===== src/rtl/mem_access_unit.sv =====
`default_nettype none
// ============================================================================
// Module      : mem_access_unit
// Description : Responder for ALU load/store requests. Issues a single
//               req/gnt/rvalid data-memory transaction per request, places
//               store data on the correct byte lanes, extracts and extends
//               load data, and returns loads as one register-writeback beat.
//               Illegal requests (misaligned, bad funct3, read+write) only
//               raise a one-cycle error pulse.
// Revision    : 1.0 - initial release
// ============================================================================
module mem_access_unit #(
   parameter int cDataWidth = 32,   // only 32 is supported (4 byte lanes)
   parameter int cRegAddrW  = 5
) (
   input  logic                  iClk,
   input  logic                  iRst,         // async, active-low
   // request side (ALU)
   input  logic                  iMemRead,
   input  logic                  iMemWrite,
   input  logic [cDataWidth-1:0] iMemAddr,
   input  logic [cDataWidth-1:0] iMemData,
   input  logic [2:0]            iMemOpType,
   input  logic [cRegAddrW-1:0]  iMemRdAddr,
   output logic                  oBusy,
   // data-memory bus
   output logic                  oDmemReq,
   output logic                  oDmemWe,
   output logic [cDataWidth-1:0] oDmemAddr,
   output logic [cDataWidth-1:0] oDmemWdata,
   output logic [3:0]            oDmemBe,
   input  logic                  iDmemGnt,
   input  logic                  iDmemRvalid,
   input  logic [cDataWidth-1:0] iDmemRdata,
   // register writeback
   output logic                  oRegDv,
   output logic [cRegAddrW-1:0]  oRegAddr,
   output logic [cDataWidth-1:0] oRegData,
   output logic                  oErr
);

   // funct3 encodings of the supported access types
   localparam logic [2:0] c_F3_B  = 3'b000;
   localparam logic [2:0] c_F3_H  = 3'b001;
   localparam logic [2:0] c_F3_W  = 3'b010;
   localparam logic [2:0] c_F3_BU = 3'b100;
   localparam logic [2:0] c_F3_HU = 3'b101;

   typedef enum logic [1:0] {
      ST_IDLE = 2'd0,
      ST_REQ  = 2'd1,
      ST_WAIT = 2'd2
   } state_t;

   state_t                 r_state;
   logic                   r_is_load;   // captured request is a load
   logic [2:0]             r_op;        // captured funct3
   logic [1:0]             r_off;       // captured byte offset within the word
   logic [cRegAddrW-1:0]   r_rd;        // captured destination register

   logic                   w_req;
   logic                   w_op_ok;
   logic                   w_align_ok;
   logic                   w_legal;
   logic [3:0]             w_be;
   logic [cDataWidth-1:0]  w_wdata;
   logic [7:0]             w_byte;
   logic [15:0]            w_half;
   logic [cDataWidth-1:0]  w_load_result;

   // The bus is busy whenever a request is held in REQ or WAIT
   assign oBusy = (r_state != ST_IDLE);

   // Decode the incoming request: legality, byte enables and lane-replicated data
   always_comb begin
      w_req      = iMemRead | iMemWrite;
      w_op_ok    = 1'b0;
      w_align_ok = 1'b0;
      w_be       = 4'b0000;
      w_wdata    = iMemData;
      case (iMemOpType)
         c_F3_B: begin
            w_op_ok    = 1'b1;
            w_align_ok = 1'b1;
            w_be       = 4'b0001 << iMemAddr[1:0];
            w_wdata    = {4{iMemData[7:0]}};
         end
         c_F3_H: begin
            w_op_ok    = 1'b1;
            w_align_ok = ~iMemAddr[0];
            w_be       = iMemAddr[1] ? 4'b1100 : 4'b0011;
            w_wdata    = {2{iMemData[15:0]}};
         end
         c_F3_W: begin
            w_op_ok    = 1'b1;
            w_align_ok = (iMemAddr[1:0] == 2'b00);
            w_be       = 4'b1111;
            w_wdata    = iMemData;
         end
         // unsigned variants exist only for loads
         c_F3_BU: begin
            w_op_ok    = iMemRead;
            w_align_ok = 1'b1;
         end
         c_F3_HU: begin
            w_op_ok    = iMemRead;
            w_align_ok = ~iMemAddr[0];
         end
         default: begin
            w_op_ok    = 1'b0;
            w_align_ok = 1'b0;
         end
      endcase
      // loads always fetch the whole word and select the lane on return
      if (iMemRead) begin
         w_be = 4'b1111;
      end
      w_legal = w_op_ok & w_align_ok & ~(iMemRead & iMemWrite);
   end

   // Select the addressed lane from the returned word and extend it
   always_comb begin
      case (r_off)
         2'd0:    w_byte = iDmemRdata[7:0];
         2'd1:    w_byte = iDmemRdata[15:8];
         2'd2:    w_byte = iDmemRdata[23:16];
         default: w_byte = iDmemRdata[31:24];
      endcase
      w_half = r_off[1] ? iDmemRdata[31:16] : iDmemRdata[15:0];
      case (r_op)
         c_F3_B:  w_load_result = {{24{w_byte[7]}}, w_byte};
         c_F3_H:  w_load_result = {{16{w_half[15]}}, w_half};
         c_F3_BU: w_load_result = {24'd0, w_byte};
         c_F3_HU: w_load_result = {16'd0, w_half};
         default: w_load_result = iDmemRdata;
      endcase
   end

   // Transaction FSM with registered bus, writeback and error outputs
   always_ff @(posedge iClk or negedge iRst) begin
      if (!iRst) begin
         r_state    <= ST_IDLE;
         r_is_load  <= 1'b0;
         r_op       <= 3'b000;
         r_off      <= 2'b00;
         r_rd       <= '0;
         oDmemReq   <= 1'b0;
         oDmemWe    <= 1'b0;
         oDmemAddr  <= '0;
         oDmemWdata <= '0;
         oDmemBe    <= 4'b0000;
         oRegDv     <= 1'b0;
         oRegAddr   <= '0;
         oRegData   <= '0;
         oErr       <= 1'b0;
      end else begin
         // pulses default low every cycle
         oRegDv <= 1'b0;
         oErr   <= 1'b0;
         case (r_state)
            ST_IDLE: begin
               if (w_req) begin
                  if (w_legal) begin
                     r_state    <= ST_REQ;
                     r_is_load  <= iMemRead;
                     r_op       <= iMemOpType;
                     r_off      <= iMemAddr[1:0];
                     r_rd       <= iMemRdAddr;
                     oDmemReq   <= 1'b1;
                     oDmemWe    <= iMemWrite;
                     oDmemAddr  <= {iMemAddr[cDataWidth-1:2], 2'b00};
                     oDmemWdata <= w_wdata;
                     oDmemBe    <= w_be;
                  end else begin
                     oErr <= 1'b1;
                  end
               end
            end
            ST_REQ: begin
               // bus fields stay frozen until the grant arrives
               if (iDmemGnt) begin
                  oDmemReq   <= 1'b0;
                  oDmemWe    <= 1'b0;
                  oDmemWdata <= '0;
                  oDmemBe    <= 4'b0000;
                  r_state    <= r_is_load ? ST_WAIT : ST_IDLE;
               end
            end
            ST_WAIT: begin
               if (iDmemRvalid) begin
                  oRegData <= w_load_result;
                  oRegAddr <= r_rd;
                  oRegDv   <= (r_rd != '0);
                  r_state  <= ST_IDLE;
               end
            end
            default: begin
               r_state <= ST_IDLE;
            end
         endcase
      end
   end

endmodule
`default_nettype wire

===== config.mk =====
export PLATFORM = sky130hd
export DESIGN_NAME = mem_access_unit
export DESIGN_NICKNAME = d
export VERILOG_FILES = /design/src/rtl/mem_access_unit.sv
export SDC_FILE = /design/constraint.sdc
export NUM_CORES = 1
export LEC_CHECK = 0
export ABC_AREA = 1
export ABC_CLOCK_PERIOD_IN_PS = 3900
export BUFFER_PORTS_ARGS = -buffer_cell sky130_fd_sc_hd__buf_2
export CORE_ASPECT_RATIO = 1.1
export CORE_MARGIN = 2
export CORE_UTILIZATION = 53
export DETAILED_ROUTE_END_ITERATION = 8
export HOLD_SLACK_MARGIN = 0.1
export PLACE_DENSITY = 0.89
export SYNTH_ARGS = -nofsm -noshare
export SYNTH_HDL_FRONTEND = slang
export SYNTH_SLANG_ARGS = --single-unit

===== constraint.sdc =====
create_clock -name iClk -period 3.9 [get_ports iClk]
set_clock_uncertainty 0.05 [all_clocks]
set_input_delay 0.39 -clock iClk [delete_from_list [all_inputs] [get_ports iClk]]
set_output_delay 0.39 -clock iClk [all_outputs]
set_load 0.01 [all_outputs]

==> results of run 1 <==
-- through the flow --
stage	worst slack [ns]	utilization	std cells	area, sq um	power [mW]
floorplan	2.49	-	731	5850	2.61
global placement	1.80	0.636	1056	6900	3.12
detailed placement	1.72	0.636	1056	6900	3.16
CTS	1.73	0.687	1088	7460	4.64
global route	1.52	0.687	1088	7460	4.90
finish	1.74	0.687	1089	7460	4.61
-- Yosys cell counts (7+ instances only) --
cell type / instances / area [sq um]
o211ai_1: 15 / 113
or2_2: 20 / 125
a2bb2oi_1: 8 / 70.1
dfrtp_1: 120 / 3000
nor2_1: 30 / 113
buf_2: 19 / 95.1
clkbuf_1: 11 / 41.3
o21ai_0: 36 / 180
nand2_1: 253 / 950
buf_4: 7 / 52.6
nand3_1: 99 / 495
a21oi_1: 23 / 115
buf_6: 7 / 78.8
inv_1: 47 / 176
-- worst max path at each step --
stage                  startpoint        endpoint  slack, ns  cells after the start
detailed placement    iDmemRvalid    oRegData[31]       1.72                      7
global placement      iDmemRvalid    oRegData[20]       1.80                      7
floorplan           iMemOpType[1]  oDmemWdata[10]       2.49                     11
finish                 r_state[0]    oRegData[18]       1.74                      7
CTS                    r_state[0]    oRegData[18]       1.73                      7
global route           r_state[0]    oRegData[18]       1.52                      7
-- report_power, final --
part / leakage, nW / internal (mW) / switching, mW
combinational: 2.53 / 0.533 / 0.801
sequential: 1.55 / 1.60 / 0.219
clock: 0.268 / 0.904 / 0.552
-- registers in the layout, indices dropped and copies added, names as in the netlist --
name,count
oDmemAddr,30
oDmemBe,4
oDmemReq,1
oDmemWdata,32
oDmemWe,1
oErr,1
oRegAddr,5
oRegData,32
oRegDv,1
r_is_load,1
r_off,2
r_op,3
r_rd,5
r_state,2
-- metal layers --
layer  vias to the layer above  wire (microns)
li1                       2756               -
met1                      2639            6290
met2                       308            7910
met3                        27            1400
met4                         0             333
met5                         -               0
-- worst max-delay path, cell delays in order, from the launching register on --
cell	delay, ns
dfrtp_1	0.36
inv_1	0.09
nand3_1	0.07
buf_4	0.35
inv_1	0.52
or2_2	0.46
nand2_1	0.08
inv_1	0.04
-- area by class of cell --
type | instances | area [sq um]
repair buffers | 222 | 1140
multi-input cells | 515 | 2380
fillers | 915 | 3400
clock buffers | 20 | 457
flip-flops and latches | 120 | 3000
diodes | 1 | 2.50
well taps | 147 | 184
inverters | 52 | 198
clock inverters | 12 | 103
-- cells by family (layout without fill, tap and decap cells) --
kind of cell / Yosys count / in the layout / synth area share
compound gates: 90 / 90 / 0.0908
buf+inv: 96 / 306 / 0.0796
simple gates: 423 / 423 / 0.315
other cells: 1 / 3 / 0.000642
flops: 120 / 120 / 0.514
==> reports/qor.txt, run 1 <==
Status: completed
Buffers added on ports: 217
I/O Pins: 220
Sequential area share after synthesis: 0.514
Fmax: 0.463 GHz
Maximum capacitance violations: 0
Fin crit period: 2.16 ns
Synth Instances: 730
Critical Path RT: 4.14 ns
CTS tree: yes
Cell Area, Synth: 0.00584 sq mm
Kind of critical path: reg -> reg
Routed length per instance: 14.6 microns
Met2 usage: 0.446
R2R setup slack: 1.74 ns
Global route total overflow: 0
Critical R2R Capture: oRegData[18]
DIE AREA: 0.0119 sq mm
Detailed Route Iter0 Violations: 346
Gpl congestion: 0.874
Vias: 5730
Leak: 4.35 nW
Antenna violations before repair: 1
Core ar.: 0.0109 sq mm
FF+latch count, synth: 120
Setup crit start kind: register
GRT Max-Usage Layer: met2
Fraction of layout instances using a drive strength above 1: 0.307
Ys Warns: 0
Layout area overhead: 27.7%
Peak supply drop: 311 uV
TNS Setup: 0 ns
Vias in the first global route: 5352
Asr flop ratio synth: 1.00
# hold bufs at CTS: 0
Chip width: 104 microns
Met1 Resource Use GR: 0.358
Total track usage: 0.275
Avg Synthesized Cell Area: 8.01 sq um
Actual slew at the worst max-slew pin: 1.02 ns
Residual DRC: 0
Hold WC Path Type: in -> async
First-pass DRT Iterations: 5
Critical R2R Launch: r_state[0]
Root Buffer: clkbuf_16
EDFF count, synth: 0
# clock sinks: 120
Worst reg2reg path depth: 7
Post-synthesis cell type count: 30
Final Max Slew Viols: 0
HPWL Detailed: 11000 microns
Worst-path fanout max: 40
Post_cts resized: 0
Worst setup EP type: register
Most used flip-flop cell after synthesis: dfrtp_1
Most common cell after layout, fill and taps aside: nand2_1
Met3 GRT Util: 0.0740
Die Ht: 114 microns
Number of CTS-inserted buffers: 17
Worst skew pair latency: 0.40 ns
Final WL: 15900 microns
Min Hold Slack: 0.125 ns
Slew HR: 0.319
Clock Tree Buf Depth: 2
Most frequent cells in the layout: nand2_1 (253), buf_2 (216), dfrtp_1 (120), nand3_1 (99), inv_1 (47)
Final period util: 0.554
RSZ-0062 raised after global routing: false
# rows: 40
ANT nets after route: 0
H-tree depth: 4
Final #Nets: 1038
Pwr dens: 618 mW/mm^2
Starting Density: 0.538
Clock slew at reported path FFs: 0.05 ns
Final hold viol count: 0
Setup violations, final: 0
First-pass GRT wire length: 26200 microns
Largest net degree at the start of global routing: 81
DR vias/cell: 5.26
Setup repair bufs after CTS: 0
Critical path arrival: 2.40 ns
(Power assumes the default switching activity.)
==> run 2, diff against run 1 <==
--- a/config.mk
+++ b/config.mk
@@ -6,14 +6,14 @@
 export NUM_CORES = 1
 export LEC_CHECK = 0
 export ABC_AREA = 1
-export ABC_CLOCK_PERIOD_IN_PS = 3900
+export ABC_CLOCK_PERIOD_IN_PS = 2100
 export BUFFER_PORTS_ARGS = -buffer_cell sky130_fd_sc_hd__buf_2
 export CORE_ASPECT_RATIO = 1.1
 export CORE_MARGIN = 2
-export CORE_UTILIZATION = 53
+export CORE_UTILIZATION = 50
 export DETAILED_ROUTE_END_ITERATION = 8
 export HOLD_SLACK_MARGIN = 0.1
-export PLACE_DENSITY = 0.89
+export PLACE_DENSITY = 0.85
 export SYNTH_ARGS = -nofsm -noshare
 export SYNTH_HDL_FRONTEND = slang
 export SYNTH_SLANG_ARGS = --single-unit
==> constraint.sdc (replaced) <==
create_clock -name iClk -period 2.1 [get_ports iClk]
set_clock_uncertainty 0.05 [all_clocks]
set_input_delay 0.21 -clock iClk [delete_from_list [all_inputs] [get_ports iClk]]
set_output_delay 0.21 -clock iClk [all_outputs]
set_load 0.01 [all_outputs]
==> run 2 against run 1 <==
  * Global-route usage is 3.5 points higher
  * Via count increased by 9.1%
  * Non-clock buffer count increased by 82
  * Critical path depth up 3
  * Sequential share of layout area decreased by 4.5 points
  * Flip-flop and latch count unchanged
==> reports/qor.txt, run 2 (same netlist as run 1, synthesis figures left out) <==
# rows: 41
Setup violations, final: 0
Fmax: 0.554 GHz
RSZ-0062 raised after global routing: false
Total track usage: 0.310
# hold bufs at CTS: 76
Clock slew at reported path FFs: 0.06 ns
Clock Tree Buf Depth: 2
Status: completed
Int Pwr: 6.03 mW
Post-route worst setup slack: 0.295 ns
I/O Pins: 220
Leak: 4.75 nW
Regs by FF count: oDmemWdata x32, oRegData x32, oDmemAddr x30
Placed inst area: 0.00701 sq mm
Final non-filler cell total: 1173
Vias in the first global route: 6197
Final hold viol count: 0
Worst-path fanout max: 14
ANT nets after route: 0
Die Ht: 117 microns
Residual DRC: 0
Net Sw Frac: 0.341
Comb power frac: 0.297
Worst slack, placed: 0.353 ns
Fill cells: 807
Number of CTS-inserted buffers: 17
Final Max Slew Viols: 0
Setup repair bufs after CTS: 0
Detailed Route Iter0 Violations: 538
Most frequent cells in the layout: nand2_1 (253), buf_2 (216), dfrtp_1 (120), nand3_1 (99), dlygate4sd3_1 (76)
Post_cts resized: 0
Slew HR: 0.610
Sequential Power Share: 0.371
Gpl congestion: 0.888
Peak supply drop: 624 uV
Area of the multi-input gates: 0.00238 sq mm
Hold WC Path Type: in -> reg
Layout area overhead: 43.7%
Global route total overflow: 0
Vias: 6254
Final period util: 0.860
First-pass GRT wire length: 30800 microns
First-pass DRT Iterations: 7
Core ar.: 0.0114 sq mm
Layout Utilization: 0.734
Buffers added on ports: 217
Critical path arrival: 2.10 ns
DR vias/cell: 5.33
Critical Path RT: 2.40 ns
Setup crit start kind: input pin
Actual slew at the worst max-slew pin: 0.585 ns
Clock Power Share: 0.332
CTS tree: yes
Starting Density: 0.511
Fraction of layout instances using a drive strength above 1: 0.289
Routed length per instance: 16.3 microns
TNS Setup: 0 ns
# clock sinks: 120
Final WL: 19100 microns
Worst skew pair latency: 0.40 ns
Pwr dens: 1090 mW/mm^2
FF/Latch Area: 0.00300 sq mm
Ant. Diodes: 0
Fin crit period: 1.81 ns
Kind of critical path: in -> reg
Largest net degree at the start of global routing: 74
Cell area after layout: 0.00840 sq mm
Worst setup EP type: register
HPWL Detailed: 11300 microns
H-tree depth: 4
Maximum capacitance violations: 0
Dpl cells: 1065
DIE AREA: 0.0126 sq mm
Root Buffer: clkbuf_16
Antenna violations before repair: 0
Final #Nets: 1120
Chip width: 107 microns
Switch Pwr: 3.12 mW
Most common cell after layout, fill and taps aside: nand2_1
[run 2: area by class of cell]
cell class / instances / share of cell area
flip-flops and latches: 120 / 0.358
multi-input cells: 515 / 0.283
repair buffers: 304 / 0.239
clock buffers: 19 / 0.0539
inverters: 52 / 0.0235
well taps: 150 / 0.0223
clock inverters: 13 / 0.0203
[run 2: stage by stage]
stage,hold slack (ns),power (mW)
2_1_floorplan,-0.136,4.84
5_1_grt,0.119,9.66
3_5_place_dp,0.191,5.90
4_1_cts,0.101,9.07
3_3_place_gp,0.190,5.84
6_report,0.108,9.15
[run 2: routing by layer]
layer,vias up,global-route usage,wire [microns]
li1,2925,-,-
met1,2921,0.377,7290
met2,354,0.518,9650
met3,54,0.0850,1590
met4,0,0.124,580
met5,-,0,0
[run 2: power groups by stage]
stage	registers (mW)	logic, mW	clock network, mW
2_1_floorplan	3.62	1.21	0
3_3_place_gp	3.36	2.48	0
3_5_place_dp	3.37	2.53	0
4_1_cts	3.36	2.64	3.06
5_1_grt	3.46	2.99	3.21
6_report	3.39	2.72	3.04
[run 2: worst paths after layout]
check | depth (start not counted) | slack, ns | endpoint | from
max | 10 | 0.29 | oDmemWdata[18] | iMemOpType[2]
min | 5 | 0.11 | oDmemWdata[23] | iMemData[23]
max reg2reg | 6 | 0.32 | oRegData[17] | r_off[1]
min reg2reg | 2 | 0.42 | oDmemWdata[27] | oDmemWdata[27]
max in group asynchronous | 3 | 1.02 | oDmemAddr[17] | iRst
min in group asynchronous | 2 | 0.30 | oRegData[0] | iRst
[run 2: worst max-delay path, cell delays in order]
cell	delay, ns
dlygate4sd3_1	0.55
buf_2	0.15
inv_2	0.10
nand2_2	0.16
inv_1	0.32
buf_4	0.26
nand2_1	0.09
nand2_1	0.10
nand3_1	0.08
nand2_1	0.09
